**src/rtl/muldiv_pkg.sv**
```systemverilog
// muldiv_pkg: shared op/state encodings and iteration count for the HI/LO multiply-divide unit.
package muldiv_pkg;
  typedef enum logic [1:0] {OP_MULT, OP_MULTU, OP_DIV, OP_DIVU} op_e;
  typedef enum logic [1:0] {S_IDLE, S_PREP, S_RUN, S_FIX} state_e;
  localparam int MULDIV_STEPS = 32;
endpackage

```
**src/rtl/muldiv_step.sv**
```systemverilog
// muldiv_step: one iteration of shift-add multiply (right shift) or restoring divide (left shift).
module muldiv_step #(
  parameter int WIDTH = 32
) (
  input  logic             is_div_i,
  input  logic [WIDTH-1:0] acc_i,
  input  logic [WIDTH-1:0] qr_i,
  input  logic [WIDTH-1:0] m_i,
  output logic [WIDTH-1:0] acc_o,
  output logic [WIDTH-1:0] qr_o
);
  logic [WIDTH:0] sum, rsh, diff;
  // The remainder stays below the divisor, so rsh fits in WIDTH+1 bits and diff's MSB is the borrow.
  always_comb begin
    sum  = {1'b0, acc_i} + (qr_i[0] ? {1'b0, m_i} : '0);
    rsh  = {acc_i, qr_i[WIDTH-1]};
    diff = rsh - {1'b0, m_i};
    acc_o = is_div_i ? (diff[WIDTH] ? rsh[WIDTH-1:0] : diff[WIDTH-1:0]) : sum[WIDTH:1];
    qr_o  = is_div_i ? {qr_i[WIDTH-2:0], ~diff[WIDTH]} : {sum[0], qr_i[WIDTH-1:1]};
  end
endmodule

```
**src/rtl/muldiv_sequencer.sv**
```systemverilog
// muldiv_sequencer: multi-cycle MULT/MULTU/DIV/DIVU controller owning HI/LO.
// Define MULDIV_FAST_MUL_EN to compute multiplies in a single combinational step during PREP.
module muldiv_sequencer
  import muldiv_pkg::*;
#(
  parameter int WIDTH = MULDIV_STEPS,
  parameter int STEPS = WIDTH
) (
  input  logic             clk,
  input  logic             rst_n,
  input  logic             start,
  output logic             ready,
  input  logic [1:0]       op,
  input  logic [WIDTH-1:0] rs_val,
  input  logic [WIDTH-1:0] rt_val,
  input  logic             flush,
  input  logic             hi_we,
  input  logic             lo_we,
  input  logic [WIDTH-1:0] wdata,
  output logic             busy,
  output logic             done,
  output logic             div_zero,
  output logic             overflow,
  output logic [WIDTH-1:0] hi,
  output logic [WIDTH-1:0] lo
);
  localparam int CW = $clog2(STEPS);
  state_e state_q, state_d;
  op_e op_q, op_d;
  logic [WIDTH-1:0] a_q, a_d, b_q, b_d, acc_q, acc_d, qr_q, qr_d, m_q, m_d, hi_q, hi_d, lo_q, lo_d;
  logic [CW-1:0] cnt_q, cnt_d;
  logic neg_q, neg_d, rneg_q, rneg_d, dz_q, dz_d, ovf_q, ovf_d;
  logic done_q, done_d, dzo_q, dzo_d, ovo_q, ovo_d;
  logic is_div, is_signed;
  logic [WIDTH-1:0] abs_a, abs_b, step_acc, step_qr, quo, rem, min_neg;
  logic [2*WIDTH-1:0] prod, prod_n;

  assign is_div    = (op_q == OP_DIV) || (op_q == OP_DIVU);
  assign is_signed = (op_q == OP_MULT) || (op_q == OP_DIV);
  assign min_neg   = {1'b1, {(WIDTH-1){1'b0}}};
  assign abs_a     = (is_signed && a_q[WIDTH-1]) ? -a_q : a_q;
  assign abs_b     = (is_signed && b_q[WIDTH-1]) ? -b_q : b_q;
  assign prod      = {acc_q, qr_q};
  assign prod_n    = neg_q ? -prod : prod;
  assign quo       = neg_q ? -qr_q : qr_q;
  assign rem       = rneg_q ? -acc_q : acc_q;

  muldiv_step #(.WIDTH(WIDTH)) u_step (
    .is_div_i(is_div),
    .acc_i   (acc_q),
    .qr_i    (qr_q),
    .m_i     (m_q),
    .acc_o   (step_acc),
    .qr_o    (step_qr)
  );

  always_comb begin
    state_d = state_q;
    op_d    = op_q;
    a_d     = a_q;
    b_d     = b_q;
    acc_d   = acc_q;
    qr_d    = qr_q;
    m_d     = m_q;
    hi_d    = hi_q;
    lo_d    = lo_q;
    cnt_d   = cnt_q;
    neg_d   = neg_q;
    rneg_d  = rneg_q;
    dz_d    = dz_q;
    ovf_d   = ovf_q;
    done_d  = 1'b0;
    dzo_d   = 1'b0;
    ovo_d   = 1'b0;
    case (state_q)
      S_IDLE: begin
        hi_d = hi_we ? wdata : hi_q;
        lo_d = lo_we ? wdata : lo_q;
        if (start && !flush) begin
          state_d = S_PREP;
          op_d    = op_e'(op);
          a_d     = rs_val;
          b_d     = rt_val;
        end
      end
      S_PREP: begin
        neg_d   = is_signed && (a_q[WIDTH-1] ^ b_q[WIDTH-1]);
        rneg_d  = is_signed && a_q[WIDTH-1];
        dz_d    = is_div && (b_q == '0);
        ovf_d   = (op_q == OP_DIV) && (a_q == min_neg) && (b_q == '1);
        acc_d   = '0;
        qr_d    = is_div ? abs_a : abs_b;
        m_d     = is_div ? abs_b : abs_a;
        cnt_d   = CW'(STEPS - 1);
        state_d = (dz_d || ovf_d) ? S_FIX : S_RUN;
`ifdef MULDIV_FAST_MUL_EN
        if (!is_div) begin
          {acc_d, qr_d} = (2*WIDTH)'(abs_a) * (2*WIDTH)'(abs_b);
          state_d = S_FIX;
        end
`endif
      end
      S_RUN: begin
        acc_d   = step_acc;
        qr_d    = step_qr;
        cnt_d   = cnt_q - CW'(1);
        state_d = (cnt_q == '0) ? S_FIX : S_RUN;
      end
      S_FIX: begin
        hi_d    = dz_q ? a_q : ovf_q ? '0 : is_div ? rem : prod_n[2*WIDTH-1:WIDTH];
        lo_d    = dz_q ? '1 : ovf_q ? min_neg : is_div ? quo : prod_n[WIDTH-1:0];
        done_d  = 1'b1;
        dzo_d   = dz_q;
        ovo_d   = ovf_q;
        state_d = S_IDLE;
      end
      default: state_d = S_IDLE;
    endcase
    // A squash abandons the operation without touching HI/LO or signalling completion.
    if (flush && state_q != S_IDLE) begin
      state_d = S_IDLE;
      hi_d    = hi_q;
      lo_d    = lo_q;
      done_d  = 1'b0;
      dzo_d   = 1'b0;
      ovo_d   = 1'b0;
    end
  end

  always_ff @(posedge clk or negedge rst_n) begin
    if (!rst_n) begin
      state_q <= S_IDLE;
      op_q    <= OP_MULT;
      a_q     <= '0;
      b_q     <= '0;
      acc_q   <= '0;
      qr_q    <= '0;
      m_q     <= '0;
      hi_q    <= '0;
      lo_q    <= '0;
      cnt_q   <= '0;
      neg_q   <= 1'b0;
      rneg_q  <= 1'b0;
      dz_q    <= 1'b0;
      ovf_q   <= 1'b0;
      done_q  <= 1'b0;
      dzo_q   <= 1'b0;
      ovo_q   <= 1'b0;
    end else begin
      state_q <= state_d;
      op_q    <= op_d;
      a_q     <= a_d;
      b_q     <= b_d;
      acc_q   <= acc_d;
      qr_q    <= qr_d;
      m_q     <= m_d;
      hi_q    <= hi_d;
      lo_q    <= lo_d;
      cnt_q   <= cnt_d;
      neg_q   <= neg_d;
      rneg_q  <= rneg_d;
      dz_q    <= dz_d;
      ovf_q   <= ovf_d;
      done_q  <= done_d;
      dzo_q   <= dzo_d;
      ovo_q   <= ovo_d;
    end
  end

  assign ready    = (state_q == S_IDLE);
  assign busy     = ~ready;
  assign done     = done_q;
  assign div_zero = dzo_q;
  assign overflow = ovo_q;
  assign hi       = hi_q;
  assign lo       = lo_q;
endmodule

```
**config.mk**
```make
export PLATFORM = sky130hd
export DESIGN_NAME = muldiv_sequencer
export DESIGN_NICKNAME = d
export VERILOG_FILES = /design/src/rtl/muldiv_pkg.sv /design/src/rtl/muldiv_step.sv /design/src/rtl/muldiv_sequencer.sv
export SDC_FILE = /design/constraint.sdc
export NUM_CORES = 1
export LEC_CHECK = 0
export BUFFER_PORTS_ARGS = -buffer_cell sky130_fd_sc_hd__buf_2
export CAP_MARGIN = 20
export CORE_ASPECT_RATIO = 0.9
export CORE_UTILIZATION = 55
export CTS_CLUSTER_SIZE = 28
export DETAILED_ROUTE_END_ITERATION = 10
export HOLD_SLACK_MARGIN = 0.1
export PLACE_DENSITY = 0.8
export SKIP_LAST_GASP = 1
export SLEW_MARGIN = 20
export SYNTH_ARGS = -nofsm -noshare
export SYNTH_HDL_FRONTEND = slang
export SYNTH_SLANG_ARGS = --single-unit
```
**constraint.sdc**
```tcl
create_clock -name clk -period 3.3 [get_ports clk]
set_clock_uncertainty 0.2 [all_clocks]
set_input_delay 0.33 -clock clk [delete_from_list [all_inputs] [get_ports clk]]
set_output_delay 0.33 -clock clk [all_outputs]
set_load 0.01 [all_outputs]
```
Yosys cells after proc, flatten, opt, wreduce, memory -nomap -nowiden
Cells that the tools add are included.
- bits in registers: 240
- bits in latches: 0
- RAM bits: 0
- ROM bits: 0
- bits of input ports: 104
- memories kept: 0
- add/subtract/negate cells: 8
- $mul: 0
- div/mod/pow operators: 0
- order comparisons: 0
- equal/unequal tests: 10
- shifts and indexed selects: 0
- mux-type cells: 35
- bitwise logic cells: 4
- reductions and logical operators: 22
- operator list (kind ; number):
    $mux W32 ; 18
    $pmux W32 S2 ; 4
    $neg A32 Y32 ; 4
    $eq A32 B32 Y1 const B ; 2
    $mux W64 ; 1
    $neg A64 Y64 ; 1
    $add A32 B33 Y33 ; 1
    $sub A33 B32 Y33 ; 1
    $logic_not A32 Y1 ; 1
    $pmux W5 S2 ; 1
    $eq A2 B2 Y1 const B ; 4
    $logic_and A1 B1 Y1 ; 8
    $mux W1 ; 8
    $pmux W2 S4 ; 1
    $reduce_and A3 Y1 ; 2
    $reduce_bool A2 Y1 ; 3
    $logic_not A5 Y1 ; 1
    $sub A5 B1 Y5 const B ; 1
    $logic_not A2 Y1 ; 2
    $mux W2 ; 2
    $ne A2 B1 Y1 const B ; 2
    $logic_or A1 B1 Y1 ; 3
    $ne A3 B1 Y1 const B ; 1
    $not A1 Y1 ; 3
    4 further kinds ; 4

Depth between registers and ports, before layout
Gate-level depths: netlist of the first run.
- depth in word-level cells: 7
- depth in mapped cells: 14

Modules after synthesis
Synthesis of the first run repeated with hierarchy kept, for this count alone.
- cells, all modules: 2273
- area, all modules: 19070.8 µm²
- modules (own cells, without submodules) (module ; instances ; cells an instance ; area an instance (µm²) ; sequential area each (µm²)):
    muldiv_sequencer ; 1 ; 1591 ; 14367.5 ; 6005.8
    muldiv_step ; 1 ; 682 ; 4703.3 ; 0.0

Worst setup path before layout of the first run
Ideal clock, no wire load.
- path kind: register -> register
- start: register qr_q[0]
- end: register acc_q[30]
- setup time: 133 ps
- data arrival time: 2984 ps
- required time: 2967 ps
- slack: -17 ps
- cell stages (with the launch flop): 14
- path buffers: 1
- cell sequence: dfrtp_1 -> inv_1 -> clkbuf_1 -> nor2_1 -> ha_1 -> and2_1 -> a221oi_1 -> a211o_1 -> a31oi_1 -> o211ai_1 -> a21oi_1 -> o31ai_1 -> mux2i_1 -> o211ai_1
- cells in the longest elaborated chain, start to end: 4
- ends and longest elaborated chain (what ; line ; RTL):
    start, declared ; muldiv_sequencer.sv:30 ; logic [WIDTH-1:0] a_q, a_d, b_q, b_d, acc_q, acc_d, qr_q, qr_d, m_q, m_d, hi_q, hi_d, lo_q, lo_d;
    start signal, assigned ; muldiv_sequencer.sv:155 ; qr_q <= qr_d;
    $mux W32 ; muldiv_step.sv:15 ; sum = {1'b0, acc_i} + (qr_i[0] ? {1'b0, m_i} : '0);
    $add A32 B33 Y33 ; muldiv_step.sv:15 ;
    $mux W32 ; muldiv_step.sv:18 ; acc_o = is_div_i ? (diff[WIDTH] ? rsh[WIDTH-1:0] : diff[WIDTH-1:0]) : sum[WIDTH:1];
    $pmux W32 S2 ; muldiv_sequencer.sv:75 ; case (state_q)
    end signal, assigned ; muldiv_sequencer.sv:136 ; acc_q <= '0;
    end signal, assigned ; muldiv_sequencer.sv:154 ; acc_q <= acc_d;
    end, declared ; muldiv_sequencer.sv:30 ;
No other way between the ends.
A chain may end at the register's enable or synchronous reset.

Final worst setup path of the first run
- start: register m_q[8]
- end: register acc_q[23]
- cells in the longest elaborated chain, start to end: 4
- elaborated cells between the ends (all ways): 6
- ends and longest elaborated chain (what ; line ; RTL):
    start, declared ; muldiv_sequencer.sv:30 ;
    start signal, assigned ; muldiv_sequencer.sv:156 ; m_q <= m_d;
    $mux W32 / $sub A33 B32 Y33 (equally long branches) ; muldiv_step.sv:15, muldiv_step.sv:17 ;
    $add A32 B33 Y33 / $mux W32 (equally long branches) ; muldiv_step.sv:15, muldiv_step.sv:18 ;
    $mux W32 * ; muldiv_step.sv:18 ;
    $pmux W32 S2 * ; muldiv_sequencer.sv:75 ;
Mark *: on every way between the ends. The rest lies on a longest branch, timed or not.

==> results of run 1 <==
-- metal layers --
layer | vias to the layer above | track usage (%) | wire length [um]
li1 | 8387 | - | -
met5 | - | 0 | 0
met2 | 1308 | 62.82 | 30700
met1 | 8991 | 55.48 | 27650
met4 | 0 | 19.26 | 3990
met3 | 250 | 14.74 | 9595
-- power by group --
part | switching, mW | internal [mW]
combinational | 10.3 | 6.94
clock | 1.32 | 1.69
sequential | 1.69 | 4.33
-- cell usage in the layout (no fill, tap or decap), types with 23 or more instances in the layout --
cell type,count
o21ai_0,242
dfrtp_1,238
nand2_1,208
nor2_1,206
buf_4,205
buf_2,171
a21oi_1,121
dlygate4sd3_1,102
xor2_1,99
mux2_2,73
inv_1,70
xnor2_1,69
ha_1,62
mux2i_1,56
nor3_1,43
o211ai_1,42
nand3_1,42
or3_1,27
clkbuf_16,27
a21o_1,26
o31ai_1,25
nand4_1,23
-- repair_timing --
item | in CTS | in global routing
setup endpoints to repair | 33 | 47
gates resized for setup | 11 | 82
endpoints found under the hold margin | 372 | 0
pin swaps | 5 | 22
hold buffers | 102 | 0
setup buffers | 4 | 8
-- per-stage QoR --
step           utilization, %  TNS [ps]  power (mW)  setup WS, ps
3_3_place_gp            63.98    -948.0       21.47        -207.5
3_5_place_dp            63.98     -2184       21.74        -232.6
2_1_floorplan               -         0       15.36         46.74
6_report                71.27         0       26.27         15.41
4_1_cts                 70.01    -132.7       24.90        -48.69
5_1_grt                 71.26    -372.3       27.57        -100.1
-- worst paths after layout --
kind,cells after the start,startpoint,slack [ps],end
max in group asynchronous,4,rst_n,1060,acc_q[14]
max,11,m_q[8],20,acc_q[23]
max reg2reg,11,m_q[8],20,acc_q[23]
min in group asynchronous,3,rst_n,600,m_q[14]
min,4,flush,160,state_q[1]
min reg2reg,2,lo[15],270,lo[15]
-- kinds of logic after synthesis --
kind of cell	count (synthesis)
AOI/OAI and AO/OA	622
xor gates and xnor gates	170
adders and majority gates	77
buffers and inverters	205
DFF	240
muxes	148
and+or+nand+nor	649
-- sequential cells by signal, indices dropped and copies added, names as in the netlist, 2 cells and up --
name     cells
state_q      2
hi          32
qr_q        32
op_q         2
a_q         32
m_q         32
b_q         32
cnt_q        5
lo          32
acc_q       32
-- final cells by class --
type / instances / area [um^2] / area share [%]
Clock inverter: 11 / 125.1 / 0.5493
Clock buffer: 32 / 714.4 / 3.137
Antenna cell: 1 / 2.502 / 0.01099
Multi-Input combinational cell: 1666 / 11500 / 50.47
Timing Repair Buffer: 488 / 3602 / 15.82
Sequential cell: 240 / 6008 / 26.38
Inverter: 82 / 307.8 / 1.351
Tap cell: 416 / 520.5 / 2.285
-- critical path: cells and delay by family, from the launching register on --
kind | cells | cell delay (ps)
AND/OR/NAND/NOR | 2 | 180
XOR/XNOR | 1 | 190
buffers and inverters | 1 | 140
AO/OA/AOI/OAI | 6 | 1840
adder cells (fa/ha/maj) | 1 | 230
flip-flops | 1 | 380
==> summary.md, run 1 <==
| Metric | Value |
|---|---|
| Mux cell area share after synthesis | `10.05%` |
| Final Cell Area | `22780 um^2` |
| Synth Area in Compound Gates | `21.31%` |
| CTS max path bufs | `3` |
| Initial antenna violation count | `0` |
| Inst Count DP | `2779` |
| Hold WC Path Type | `input pin to flop` |
| Root Buffer | `clkbuf_16` |
| Fill count | `2413` |
| H-tree levels | `1` |
| Final Max Tran Viols | `0` |
| CTS tree | `built` |
| Worst Path Max Fanout | `3` |
| Area grow syn2layout | `27.34%` |
| HPWL after DPL | `51410 um` |
| Final Hold Fails | `0` |
| Yosys cell types | `74` |
| Largest cells by area after synthesis | `dfrtp_1, o21ai_0, ha_1` |
| Worst EP required | `3540 ps` |
| Hold WS | `164.4 ps` |
| Core Rows | `62` |
| Max cap viols | `0` |
| Post-synth top flop | `dfrtp_1` |
| Tmin final | `3285 ps` |
| GP Congestion | `1.045` |
| Routed len/inst | `24.50 um` |
| Outcome | `finished, final reports clean` |
| First-pass GRT wire length | `106100 um` |
| Async SR Flop Fraction | `100.0%` |
| Reg clk slew, reported paths | `70 ps` |
| Die X | `192.1 um` |
| CP arrival | `3520 ps` |
| Vias | `18.94k` |
| Largest family of logic cells by synthesized area | `compound AO/OA/AOI/OAI gates` |
| TritonCTS Sinks | `240` |
| CP Class | `flop to flop` |
| Slowest CP cell | `a311o_1` |
| Vias per Instance | `6.450` |
| Slew headroom | `29.94%` |
| Mapped Cells | `2111` |
| Synth Cell Area | `17890 um^2` |
| EDFF count, synth | `0` |
| I/O Buffers | `172` |
| Syn Area/Cell | `8.473 um^2` |
| Synth top area share | `33.58%` |
| Worst slew pin tran | `1040 ps` |
| Nature of the critical path endpoint | `flop` |
| Die H | `173.1 um` |
| Tcrit/Tclk final | `99.53%` |
| Pleak | `10.27 nW` |
| Synth warnings | `0` |
| Nets | `2685` |
| GRT Total Usage | `42.38%` |
| Vias in the first global route | `18.05k` |
| CP cell instances | `inv_2 > ha_4 > nand3_1 > nand2_2 > a2111o_1 > o21a_1 > o41a_1 > a311o_1 > xor2_1 > a221oi_1 > o21ai_1` |
| Xor and xnor fraction of the mapped netlist area | `8.366%` |
| Post-Synth Simple-Gate Area | `16.89%` |
| Final Non-Filler Cells | `2936` |
| Unrepaired setup endpoints after global routing | `yes` |
| Share of cells above drive strength 1 | `24.14%` |
| Register area share after synthesis | `33.58%` |
| 1st-pass router iterations | `9` |
| Synth area leader | `dfrtp_1` |
| Max VDD drop | `0.0007446 V` |
| Most common cell in the netlist | `o21ai_0` |
| Post-route DRC | `0` |
| Crit path launch type | `flop` |
| Initial Util | `55.97%` |
| # setup viols final | `0` |
| Ports | `173` |
| Full die area | `33250 um^2` |
| Adder-cell share of the synthesized area | `5.470%` |
| Routed wire length | `71940 um` |
| Maximum number of pins on one net before global-route repair | `91` |
| Syn Nets | `2292` |
| Clk Latency, worst-skew pair | `570 ps` |
| GRT Residual Overflow | `0` |
| Yosys reg bits | `240` |
| Max incr delay on CP | `450 ps` |
| Max Clock Freq | `0.3045 GHz` |
| CTS Buf Count | `26` |
| Placed cell area | `20450 um^2` |
| Antenna-violating nets left | `0` |
| Pwr/cell area | `1153 nW/um^2` |
| Area of the core | `31960 um^2` |
| Post-synth top cells | `o21ai_0, dfrtp_1, nand2_1, nor2_1, a21oi_1` |
| Initial DRC count | `2373` |
No activity file was read; power rests on OpenSTA's default activity.
==> run 2, diff against run 1 <==
Settings changed: CTS_CLUSTER_SIZE 28 to unset, MAX_ROUTING_LAYER set to met4.
==> summary.md, run 2 (synthesis results as in run 1) <==
| Metric | Value |
|---|---|
| Vias | `19.69k` |
| 1st-pass router iterations | `6` |
| Core Util, Final | `73.79%` |
| I/O Buffers | `172` |
| CTS Buf Count | `27` |
| Worst slack, placed | `-163.2 ps` |
| Final Non-Filler Cells | `3031` |
| Commonest non-fill, non-tap cell in the layout | `buf_4` |
| Tot Pwr | `27.51 mW` |
| GP Congestion | `1.025` |
| Violated checks | `setup timing` |
| Max cap viols | `0` |
| CTS max path bufs | `3` |
| Inst Count DP | `2862` |
| Slowest CP cell | `dfrtp_1` |
| Tmin final | `3382 ps` |
| Die X | `192.1 um` |
| Hold WC Path Type | `input pin to async pin` |
| Initial DRC count | `2627` |
| Full die area | `33250 um^2` |
| Setup tns final | `-197.1 ps` |
| Root Buffer | `clkbuf_16` |
| Vias per Instance | `6.495` |
| Final Hold Fails | `0` |
| Post-route DRC | `0` |
| GRT Residual Overflow | `0` |
| Clk Latency, worst-skew pair | `570 ps` |
| TritonCTS Sinks | `240` |
| Core Rows | `62` |
| Die H | `173.1 um` |
| Area grow syn2layout | `31.84%` |
| Tcrit/Tclk final | `102.5%` |
| Antenna-violating nets left | `0` |
| Crit path launch type | `flop` |
| Reg clk slew, reported paths | `60 ps` |
| Maximum number of pins on one net before global-route repair | `78` |
| Initial Util | `55.97%` |
| Unrepaired setup endpoints after global routing | `yes` |
| Max incr delay on CP | `430 ps` |
| HPWL after DPL | `55930 um` |
| Nets | `2774` |
| Commonest cells after routing, fill and taps aside | `buf_4, o21ai_0, dfrtp_1, nand2_1, nor2_1` |
| GRT Total Usage | `46.39%` |
| Ports | `173` |
| Placed cell area | `21060 um^2` |
| First-pass GRT wire length | `112000 um` |
| Routed len/inst | `25.15 um` |
| Pleak | `10.74 nW` |
| Worst EP required | `3530 ps` |
| Area of the core | `31960 um^2` |
| H-tree levels | `1` |
| Final Max Tran Viols | `0` |
| Routed wire length | `76230 um` |
| # setup viols final | `4` |
| CP top delay family | `compound AO/OA/AOI/OAI gates` |
| Final Cell Area | `23580 um^2` |
| Outcome | `complete, but fails checks` |
| Nature of the critical path endpoint | `flop` |
| Worst slew pin tran | `995.5 ps` |
| Vias in the first global route | `18.68k` |
| Pwr/cell area | `1166 nW/um^2` |
| CTS tree | `built` |
| CP arrival | `3620 ps` |
| Max VDD drop | `0.0007656 V` |
| Crit path buffers/inverters | `1` |
| Setup WS post-layout | `-81.99 ps` |
| Worst Path Max Fanout | `4` |
| Initial antenna violation count | `4` |
| Share of cells above drive strength 1 | `27.16%` |
| Slew headroom | `33.63%` |
| Hold WS | `117.7 ps` |
| CP Class | `flop to flop` |
| CP cell instances | `ha_1 > a21oi_1 > nor2_1 > a2111o_1 > o21a_1 > buf_6 > o41a_1 > a311o_1 > xor2_2 > a221oi_2 > o21ai_1` |
| Max Clock Freq | `0.2957 GHz` |
## run 2: cell type report
| cell class | instances | area [um^2] |
|---|---|---|
| diodes | 5 | 12.51 |
| clock buffers | 38 | 787.0 |
| clock inverters | 8 | 106.4 |
| fillers | 2351 | 8378 |
| inverters | 82 | 307.8 |
| multi-input cells | 1666 | 11600 |
| flip-flops and latches | 240 | 6008 |
| well taps | 416 | 520.5 |
| repair buffers | 576 | 4240 |
## run 2: path summary, 6_finish.rpt
check,from,end,slack (ps),depth (start not counted)
setup / recovery,acc_q[4],acc_q[23],-80,11
hold / removal,rst_n,hi[30],120,2
setup reg to reg,acc_q[4],acc_q[23],-80,11
hold reg to reg,hi[31],hi[31],270,2
max in group asynchronous,rst_n,b_q[10],1740,3
min in group clk,flush,state_q[0],210,4
## run 2: worst register-to-register path: cells and delay by family (launching register included)
family	cells	cell delay (ps)
XOR/XNOR	1	210
AO/OA/AOI/OAI	7	1940
AND/OR/NAND/NOR	1	90
buffers and inverters	1	130
flip-flops	1	430
adder cells (fa/ha/maj)	1	260
## run 2: metal layers
metal  GRT usage, %  share of wire, %  wire length (um)  vias to the layer above
li1               -                 -                 -                     8582
met4          17.85               4.8              3682                        0
met3          14.76                14             10810                      280
met1          60.70                38             29240                     9350
met5              -                 0                 0                        -
met2          66.56                43             32500                     1475
## run 2: repair_timing
| action | CTS | global route |
|---|---|---|
| pin swaps | 12 | 35 |
| setup buffers | 7 | 12 |
| endpoints found under the setup margin | 21 | 47 |
| gates resized for setup | 19 | 85 |
| hold buffers | 100 | 0 |
| hold endpoints to repair | 303 | 0 |
## run 2: report_power, final
part | switching, mW | internal [mW] | total [mW] | leakage, nW
Sequential | 1.60 | 4.33 | 5.94 | 2.92
Combinational | 11.0 | 7.44 | 18.4 | 7.38
Clock | 1.33 | 1.81 | 3.14 | 0.434
